## src/rtl/voting_machine_n.sv

```systemverilog
// N-candidate voting machine: debounced buttons, saturating tallies, LED confirmation, winner scan.
// Optional VOTING_TOTAL_EN adds o_total_votes and shows the vote total on the LEDs when all buttons are released in results mode.
module voting_machine_n #(
  parameter int NUM_CAND = 4,
  parameter int CNT_W    = 8,
  parameter int DEBOUNCE = 10,
  parameter int LED_HOLD = 10,
  parameter int IDX_W    = $clog2(NUM_CAND)
) (
  input  logic                   i_clock,
  input  logic                   i_reset,
  input  logic                   i_mode,
  input  logic [NUM_CAND-1:0]    i_button,
  input  logic                   i_clear_tally,
`ifdef VOTING_TOTAL_EN
  output logic [CNT_W+IDX_W-1:0] o_total_votes,
`endif
  output logic [CNT_W-1:0]       o_leds,
  output logic [IDX_W-1:0]       o_winner_idx,
  output logic                   o_winner_valid,
  output logic                   o_tie,
  output logic                   o_reject
);

  localparam int DB_W   = $clog2(DEBOUNCE + 1);
  localparam int HOLD_W = $clog2(LED_HOLD + 1);

  typedef enum logic [1:0] {S_IDLE, S_SCAN, S_DONE} state_t;

  logic [DB_W-1:0]     r_db_cnt [NUM_CAND];
  logic [NUM_CAND-1:0] r_lock;
  logic [CNT_W-1:0]    r_tally [NUM_CAND];
  logic [HOLD_W-1:0]   r_hold;
  logic [CNT_W-1:0]    r_leds;
  logic                r_reject;
  logic                r_mode_q;
  state_t              r_state;
  state_t              w_state_nxt;
  logic [IDX_W-1:0]    r_scan_i;
  logic [CNT_W-1:0]    r_best;
  logic [IDX_W-1:0]    r_win;
  logic                r_tie;

  logic [NUM_CAND-1:0] w_press;
  logic [IDX_W-1:0]    w_press_idx;
  logic                w_any_press;
  logic                w_multi;
  logic                w_accept;
  logic                w_clear;
  logic                w_mode_rise;
  logic                w_mode_chg;
  logic                w_start;

  // A press is the single cycle in which a channel's count has just reached DEBOUNCE.
  always_comb begin
    w_press = '0;
    for (int i = 0; i < NUM_CAND; i++) begin
      w_press[i] = (r_db_cnt[i] == DB_W'(DEBOUNCE)) && !r_lock[i];
    end
  end

  always_ff @(posedge i_clock) begin
    if (i_reset) begin
      for (int i = 0; i < NUM_CAND; i++) r_db_cnt[i] <= '0;
      r_lock <= '0;
    end else begin
      for (int i = 0; i < NUM_CAND; i++) begin
        if (!i_button[i]) begin
          r_db_cnt[i] <= '0;
          r_lock[i]   <= 1'b0;
        end else begin
          if (r_db_cnt[i] != DB_W'(DEBOUNCE)) r_db_cnt[i] <= r_db_cnt[i] + DB_W'(1);
          if (w_press[i]) r_lock[i] <= 1'b1;
        end
      end
    end
  end

  always_comb begin
    w_press_idx = '0;
    for (int i = NUM_CAND - 1; i >= 0; i--) begin
      if (w_press[i]) w_press_idx = IDX_W'(i);
    end
  end

  assign w_any_press = |w_press;
  assign w_multi     = (w_press & (w_press - NUM_CAND'(1))) != '0;
  assign w_accept    = !i_mode && w_any_press && !w_multi;
  assign w_clear     = i_mode && i_clear_tally;
  assign w_mode_rise = i_mode && !r_mode_q;
  assign w_mode_chg  = i_mode != r_mode_q;
  assign w_start     = w_clear || w_mode_rise;

  always_ff @(posedge i_clock) begin
    if (i_reset) begin
      r_mode_q <= 1'b0;
      r_reject <= 1'b0;
    end else begin
      r_mode_q <= i_mode;
      r_reject <= !i_mode && w_multi;
    end
  end

  always_ff @(posedge i_clock) begin
    if (i_reset || w_clear) begin
      for (int i = 0; i < NUM_CAND; i++) r_tally[i] <= '0;
    end else if (w_accept && (r_tally[w_press_idx] != '1)) begin
      r_tally[w_press_idx] <= r_tally[w_press_idx] + CNT_W'(1);
    end
  end

`ifdef VOTING_TOTAL_EN
  logic [CNT_W+IDX_W-1:0] r_total;
  logic [CNT_W+IDX_W-1:0] w_sum;

  always_comb begin
    w_sum = '0;
    for (int i = 0; i < NUM_CAND; i++) w_sum = w_sum + (CNT_W+IDX_W)'(r_tally[i]);
  end

  always_ff @(posedge i_clock) begin
    if (i_reset) r_total <= '0;
    else         r_total <= w_sum;
  end

  assign o_total_votes = r_total;
`endif

  always_ff @(posedge i_clock) begin
    if (i_reset || w_mode_chg) begin
      r_hold <= '0;
      r_leds <= '0;
    end else if (!i_mode) begin
      if (w_accept) begin
        r_hold <= HOLD_W'(LED_HOLD);
        r_leds <= '1;
      end else if (r_hold > HOLD_W'(1)) begin
        r_hold <= r_hold - HOLD_W'(1);
        r_leds <= '1;
      end else begin
        r_hold <= '0;
        r_leds <= '0;
      end
    end else begin
      if (w_clear)          r_leds <= '0;
      else if (w_any_press) r_leds <= r_tally[w_press_idx];
`ifdef VOTING_TOTAL_EN
      else if (i_button == '0) r_leds <= r_total[CNT_W-1:0];
`endif
    end
  end

  always_ff @(posedge i_clock) begin
    if (i_reset) r_state <= S_IDLE;
    else         r_state <= w_state_nxt;
  end

  always_comb begin
    w_state_nxt = r_state;
    case (r_state)
      S_IDLE: if (w_start) w_state_nxt = S_SCAN;
      S_SCAN: begin
        if (!i_mode)                               w_state_nxt = S_IDLE;
        else if (w_start)                          w_state_nxt = S_SCAN;
        else if (r_scan_i == IDX_W'(NUM_CAND - 1)) w_state_nxt = S_DONE;
      end
      S_DONE: begin
        if (!i_mode)      w_state_nxt = S_IDLE;
        else if (w_start) w_state_nxt = S_SCAN;
      end
      default: w_state_nxt = S_IDLE;
    endcase
  end

  // A clear zeroes the tallies on this same edge, so the scan must seed best with 0.
  always_ff @(posedge i_clock) begin
    if (i_reset) begin
      r_scan_i <= '0;
      r_best   <= '0;
      r_win    <= '0;
      r_tie    <= 1'b0;
    end else if (w_start) begin
      r_scan_i <= IDX_W'(1);
      r_best   <= w_clear ? '0 : r_tally[0];
      r_win    <= '0;
      r_tie    <= 1'b0;
    end else if (r_state == S_SCAN) begin
      if (r_tally[r_scan_i] > r_best) begin
        r_best <= r_tally[r_scan_i];
        r_win  <= r_scan_i;
        r_tie  <= 1'b0;
      end else if (r_tally[r_scan_i] == r_best) begin
        r_tie  <= 1'b1;
      end
      r_scan_i <= r_scan_i + IDX_W'(1);
    end
  end

  assign o_leds         = r_leds;
  assign o_reject       = r_reject;
  assign o_winner_idx   = r_win;
  assign o_tie          = r_tie;
  assign o_winner_valid = (r_state == S_DONE);

endmodule

```

## config.mk

```make
export PLATFORM = sky130hd
export DESIGN_NAME = voting_machine_n
export DESIGN_NICKNAME = d
export VERILOG_FILES = /design/src/rtl/voting_machine_n.sv
export SDC_FILE = /design/constraint.sdc
export NUM_CORES = 1
export LEC_CHECK = 0
export CORE_ASPECT_RATIO = 1.5
export CORE_MARGIN = 4
export CORE_UTILIZATION = 60
export DETAILED_ROUTE_END_ITERATION = 10
export GPL_TIMING_DRIVEN = 1
export HOLD_SLACK_MARGIN = 0.15
export PLACE_DENSITY = 0.86
export SLEW_MARGIN = 20
export SYNTH_ARGS = -nofsm -noshare
export SYNTH_HDL_FRONTEND = slang
export SYNTH_SLANG_ARGS = --single-unit
```

## constraint.sdc

```tcl
create_clock -name i_clock -period 9.96 [get_ports i_clock]
set_input_delay 1.494 -clock i_clock [delete_from_list [all_inputs] [get_ports i_clock]]
set_output_delay 1.494 -clock i_clock [all_outputs]
set_load 0.005 [all_outputs]
```

==> metrics, run 1 <==
die width 79.36 um; first-pass GRT wire length 16.97 mm; Syn Inst Count 439; CTS clk-pin slew, worst paths 80 ps; Num CTS Buffers 9; Hold Buf Count CTS 0; PwrDens 148.0 nW/um^2; Worst Path Max Fanout 35; relative slew slack 43.46%; Vias per Instance 6.289; Setup TNS Final 0 ps; register area share after synthesis 45.86%; Port Buf Inserts 20; Worst-Margin Slew 844.9 ps; Placement Setup Slack 5324 ps; Final Hold Vio Count 0; nets 485; simple-gate portion of the synthesized area 19.60%; top_reg_cell synth edfxtp_1; layout cell share with drive strength beyond 1 12.36%; Clock Skew 16.03 ps; CTS tree yes; CP Launch Type flip-flop; final setup violation count 0; die area 9130 um^2; CP endpoint kind flip-flop; placed inst area 4821 um^2; Synth cell types 67; synthesized area 4583 um^2; Adder-Cell Fraction of Synth Area 5.951%; Initial DRT Pass Iterations 5; Resized cells post-CTS 0; status finished clean; # rows 38; initial core utilization 62.59%; clock tree buffer depth 2; ys async rst share 0%; largest net degree at the start of global routing 36; WL/cell 18.88 um; post-route design area 5054 um^2; final worst path period share 46.51%; Post-Synth XOR/XNOR Area 2.293%; I/O pin cnt 21; Peak supply drop 96.92 uV; clock latency on the worst-skew pair 370 ps; Hold Worst Slack 485.0 ps; max-cap violations 0; HP Class reg2reg; detailed placement HPWL 7.999 mm; largest area contributor in the netlist edfxtp_1; CTS H-tree depth 3; Synth area leaders edfxtp_1 31%, dfxtp_1 14%, ha_1 5.7%; Post-synth EDFFs 48; placer congestion estimate 0.9763; CTS root buf clkbuf_8; All-Layer GR Usage 24.73%; DR iter-0 viols 314; synthesized area per cell 10.44 um^2; # fillers 557; CP arrival 4650 ps; fin. max-slew vios 0; GR Overflow Total 0; Core ar. 7322 um^2; Antenna Nets Post-Route 0; YS warnings 0; slowest stage delay, CP 670 ps; CP required 9970 ps; WS Path Type reg2reg; commonest non-fill, non-tap cells in the layout 48 x edfxtp_1, 41 x nor2_1, 33 x a21oi_1, 33 x dfxtp_1, 31 x nand2_1; vias in the first global route 3,441; # DRC 0; Max Fclk 0.2158 GHz; post-synth top area share 31.45%; largest family of logic cells by synthesized area simple AND/OR/NAND/NOR gates; setup ws final 5327 ps; Synth Register Bits 81; Leak Pwr 1.796 nW; Routed WL 10.59 mm; RSZ-0062 raised after global routing false; Ant. Diodes 0; Synth Area in Compound Gates 14.47%; Cell Chain, Critical Path inv_1, ha_1, nand4bb_1, a31oi_2, nor2_1, a21oi_1, ha_1, inv_1, or4b_4, o21ai_4, o21ai_1; Clock Sinks 81; vias post-DR 3,528; syn nets 468; post-layout min period 4633 ps; commonest non-fill, non-tap cell in the layout edfxtp_1; initial antenna violation count 0; post-CTS setup buffers 0; Area Overhead vs Synth 10.26%; CP max-delay cell a31oi_2; Tot Pwr 0.7480 mW; Die Y 115.0 um; mux contribution to synthesized area 7.617%
-- flip-flops by register name, summed over array words and instances, names as in the netlist --
| register | count |
|---|---|
| r_tally | 32 |
| r_db_cnt | 16 |
| o_leds | 8 |
| r_best | 8 |
| r_hold | 4 |
| r_lock | 4 |
| o_winner_idx | 2 |
| r_scan_i | 2 |
| r_state | 2 |
| o_reject | 1 |
| o_tie | 1 |
| r_mode_q | 1 |
-- logic make-up after synthesis --
logic type | after synthesis
adders and majority gates | 22
muxes | 24
AOI/OAI and AO/OA | 99
and+or+nand+nor | 163
xor gates and xnor gates | 12
buffers and inverters | 38
DFF | 81
-- Yosys cell counts, types with 8 or more instances --
| library cell | count |
|---|---|
| edfxtp_1 | 48 |
| nor2_1 | 41 |
| a21oi_1 | 33 |
| dfxtp_1 | 33 |
| nand2_1 | 31 |
| nor3_1 | 25 |
| o21ai_0 | 24 |
| ha_1 | 21 |
| inv_1 | 20 |
| nand2b_1 | 15 |
| nor2b_1 | 10 |
| clkbuf_1 | 9 |
| mux2i_1 | 9 |
| nand3_1 | 9 |
| mux4_2 | 8 |
-- report_power, final --
group	switching [mW]	internal [mW]	leakage [nW]	total [mW]
registers	0.0136	0.367	0.805	0.381
clock network	0.118	0.164	0.120	0.283
logic	0.0455	0.0390	0.871	0.0845
total	0.177	0.571	1.80	0.748
-- worst paths after layout --
| kind | cells after the start | slack, ps | to | startpoint |
|---|---|---|---|---|
| max | 11 | 5330 | r_tally[1][4] | r_db_cnt[2][0] |
| min reg2reg | 2 | 490 | r_best[3] | r_best[3] |
| max reg2reg | 11 | 5330 | r_tally[1][4] | r_db_cnt[2][0] |
| min | 2 | 490 | r_best[3] | r_best[3] |
-- worst max-delay path, delay by kind of cell (launching register included) --
| kind | cells | cell delay [ps] |
|---|---|---|
| adders and majority gates | 2 | 460 |
| DFF | 1 | 440 |
| buffers and inverters | 2 | 190 |
| and+or+nand+nor | 3 | 1080 |
| AOI/OAI and AO/OA | 4 | 2110 |
-- final cells by class --
class / instances / area [um^2] / area share [%]
clock buffers: 9 / 123.9 / 2.451
clock inverters: 7 / 108.9 / 2.154
inverters: 20 / 75.07 / 1.486
multi-input cells: 320 / 2288 / 45.28
flip-flops and latches: 81 / 2102 / 41.59
well taps: 100 / 125.1 / 2.476
repair buffers: 24 / 230.2 / 4.556
-- layer usage --
| metal | GRT usage, % | routed length (um) | vias to the layer above |
|---|---|---|---|
| met5 | 0 | 0 | - |
| li1 | - | - | 1662 |
| met1 | 27.13 | 4043 | 1677 |
| met2 | 44.09 | 5465 | 144 |
| met4 | 15.02 | 619 | 0 |
| met3 | 4.232 | 467 | 45 |
-- per-stage QoR --
| step | utilization (%) | std cells |
|---|---|---|
| floorplan | - | 439 |
| finish | 69.02 | 561 |
| CTS | 69.02 | 561 |
| global placement | 65.84 | 545 |
| detailed placement | 65.84 | 545 |
| global route | 69.02 | 561 |
(Power assumes the default switching activity.)
==> run 2: changes to the inputs <==
--- a/config.mk
+++ b/config.mk
@@ -7,11 +7,11 @@
 export LEC_CHECK = 0
 export CORE_ASPECT_RATIO = 1.5
 export CORE_MARGIN = 4
-export CORE_UTILIZATION = 60
+export CORE_UTILIZATION = 55
 export DETAILED_ROUTE_END_ITERATION = 10
 export GPL_TIMING_DRIVEN = 1
 export HOLD_SLACK_MARGIN = 0.15
-export PLACE_DENSITY = 0.86
+export PLACE_DENSITY = 0.83
 export SLEW_MARGIN = 20
 export SYNTH_ARGS = -nofsm -noshare
 export SYNTH_HDL_FRONTEND = slang
==> constraint.sdc (replaced) <==
create_clock -name i_clock -period 4.2 [get_ports i_clock]
set_input_delay 0.63 -clock i_clock [delete_from_list [all_inputs] [get_ports i_clock]]
set_output_delay 0.63 -clock i_clock [all_outputs]
set_load 0.005 [all_outputs]
==> run 2 against run 1 <==
  * Cell area rose by 2.1%
  * Worst setup slack got worse by 4800 ps
  * Non-clock buffer count rose by 9
  * Register-to-register slack got worse by 4800 ps
  * Combinational power rose by 140%
  * Global-route usage fell by 0.66 points
  * Utilization fell by 5.0 points
  * Clock skew fell by 10 ps
  * Die area rose by 8.3%
  * Clock-buffer cell count rose by 2
  * Total power rose by 140%
  * Via count rose by 0.11%
==> metrics, run 2 (synthesized netlist as in run 1, its figures left out) <==
Most flops, register r_tally; FF-to-FF Start r_db_cnt[3][0]; All-Layer GR Usage 24.07%; worst-case reg-to-reg path depth 11; Worst-Margin Slew 1000 ps; CP endpoint kind flip-flop; CTS clk-pin slew, worst paths 60 ps; vias in the first global route 3,539; placed inst area 4895 um^2; CTS tree yes; clock latency on the worst-skew pair 340 ps; initial core utilization 56.88%; commonest non-fill, non-tap cell in the layout edfxtp_1; flop2flop setup slack 570 ps; hold path cells 2; Area Overhead vs Synth 12.59%; placer congestion estimate 1.009; detailed placement HPWL 8.402 mm; die area 9888 um^2; Critical path origin r_db_cnt[3][0]; # DRC 0; Clock Sinks 81; WS Path Type reg2reg; WL/cell 19.10 um; max-cap violations 0; CTS root buf clkbuf_16; relative slew slack 32.62%; Vias per Instance 6.143; PwrDens 350.4 nW/um^2; post-route design area 5160 um^2; first-pass GRT wire length 17.79 mm; final cell count without fillers 575; I/O pin cnt 21; CP required 4150 ps; CTS H-tree depth 3; final worst path period share 86.45%; DR iter-0 viols 355; Worst Path Max Fanout 11; post-layout min period 3631 ps; Largest register FFs 32; Setup TNS Final 0 ps; Hold Buf Count CTS 0; final setup violation count 0; HP Class reg2reg; RR Endpoint r_tally[0][1]; post-CTS setup buffers 0; Final Hold Vio Count 0; Placed Cells 559; initial antenna violation count 0; Die Y 119.8 um; vias post-DR 3,532; Tot Pwr 1.808 mW; Routed WL 10.98 mm; Num CTS Buffers 9; Port Buf Inserts 20; Leak Pwr 1.839 nW; Initial DRT Pass Iterations 5; Clock Skew 5.603 ps; layout cell share with drive strength beyond 1 13.83%; Peak supply drop 251.6 uV; Resized cells post-CTS 0; # rows 40; Min-Delay Endpoint o_winner_idx[1]; min-delay src o_winner_idx[1]; status finished clean; CP arrival 3580 ps; Ant. Diodes 0; biggest regs r_tally (32), r_db_cnt (16); GR Overflow Total 0; Max Fclk 0.2754 GHz; RSZ-0062 raised after global routing false; die width 82.54 um; clock tree buffer depth 2; Antenna Nets Post-Route 0; largest net degree at the start of global routing 22; commonest non-fill, non-tap cells in the layout 48 x edfxtp_1, 41 x nor2_1, 33 x a21oi_1, 33 x dfxtp_1, 31 x nand2_1; CP Launch Type flip-flop; nets 494; fin. max-slew vios 0; Core ar. 8058 um^2
==> run 2: worst max-delay path by stage <==
stage,end,depth (start not counted)
after floorplan,r_tally[3][0],11
after global placement,r_tally[0][1],11
after detailed placement,r_tally[0][3],11
after CTS,r_tally[0][1],11
after global routing,r_tally[0][3],11
final,r_tally[0][1],11
==> run 2: area by class of cell <==
type / instances / area (um^2)
clock inverters: 5 / 32.53
multi-input cells: 320 / 2288
clock buffers: 11 / 232.7
flip-flops and latches: 81 / 2102
inverters: 20 / 75.07
repair buffers: 33 / 297.8
fillers: 635 / 2898
well taps: 105 / 131.4
==> run 2: metrics by stage <==
stage	worst slack, ps	utilization, %	hold slack, ps
floorplan	943.5	-	446.9
global placement	778.4	60.75	458.9
detailed placement	640.3	60.75	468.3
CTS	624.6	64.04	478.8
global route	353.5	64.04	502.3
finish	569.2	64.04	475.8
==> run 2: power breakdown <==
group          internal [mW]  switching (mW)
registers              0.873          0.0326
logic                 0.0947           0.110
clock network          0.398           0.300
==> run 2: per-layer routing <==
metal  share of wire (%)  GRT usage [%]  vias up
li1                    -              -     1677
met1                  37          26.50     1665
met2                  51          39.81      144
met3                 5.3          4.880       46
met4                 7.0          17.28        0
met5                   0              0        -
==> run 2: worst max-delay path: stages, from the launching register on <==
cell,delay [ps]
edfxtp_1,430
inv_1,90
ha_1,200
nand4bb_2,260
a31oi_2,300
nor2_1,100
a21oi_4,250
ha_1,300
inv_1,90
or4b_4,560
o21ai_4,270
o21ai_0,390
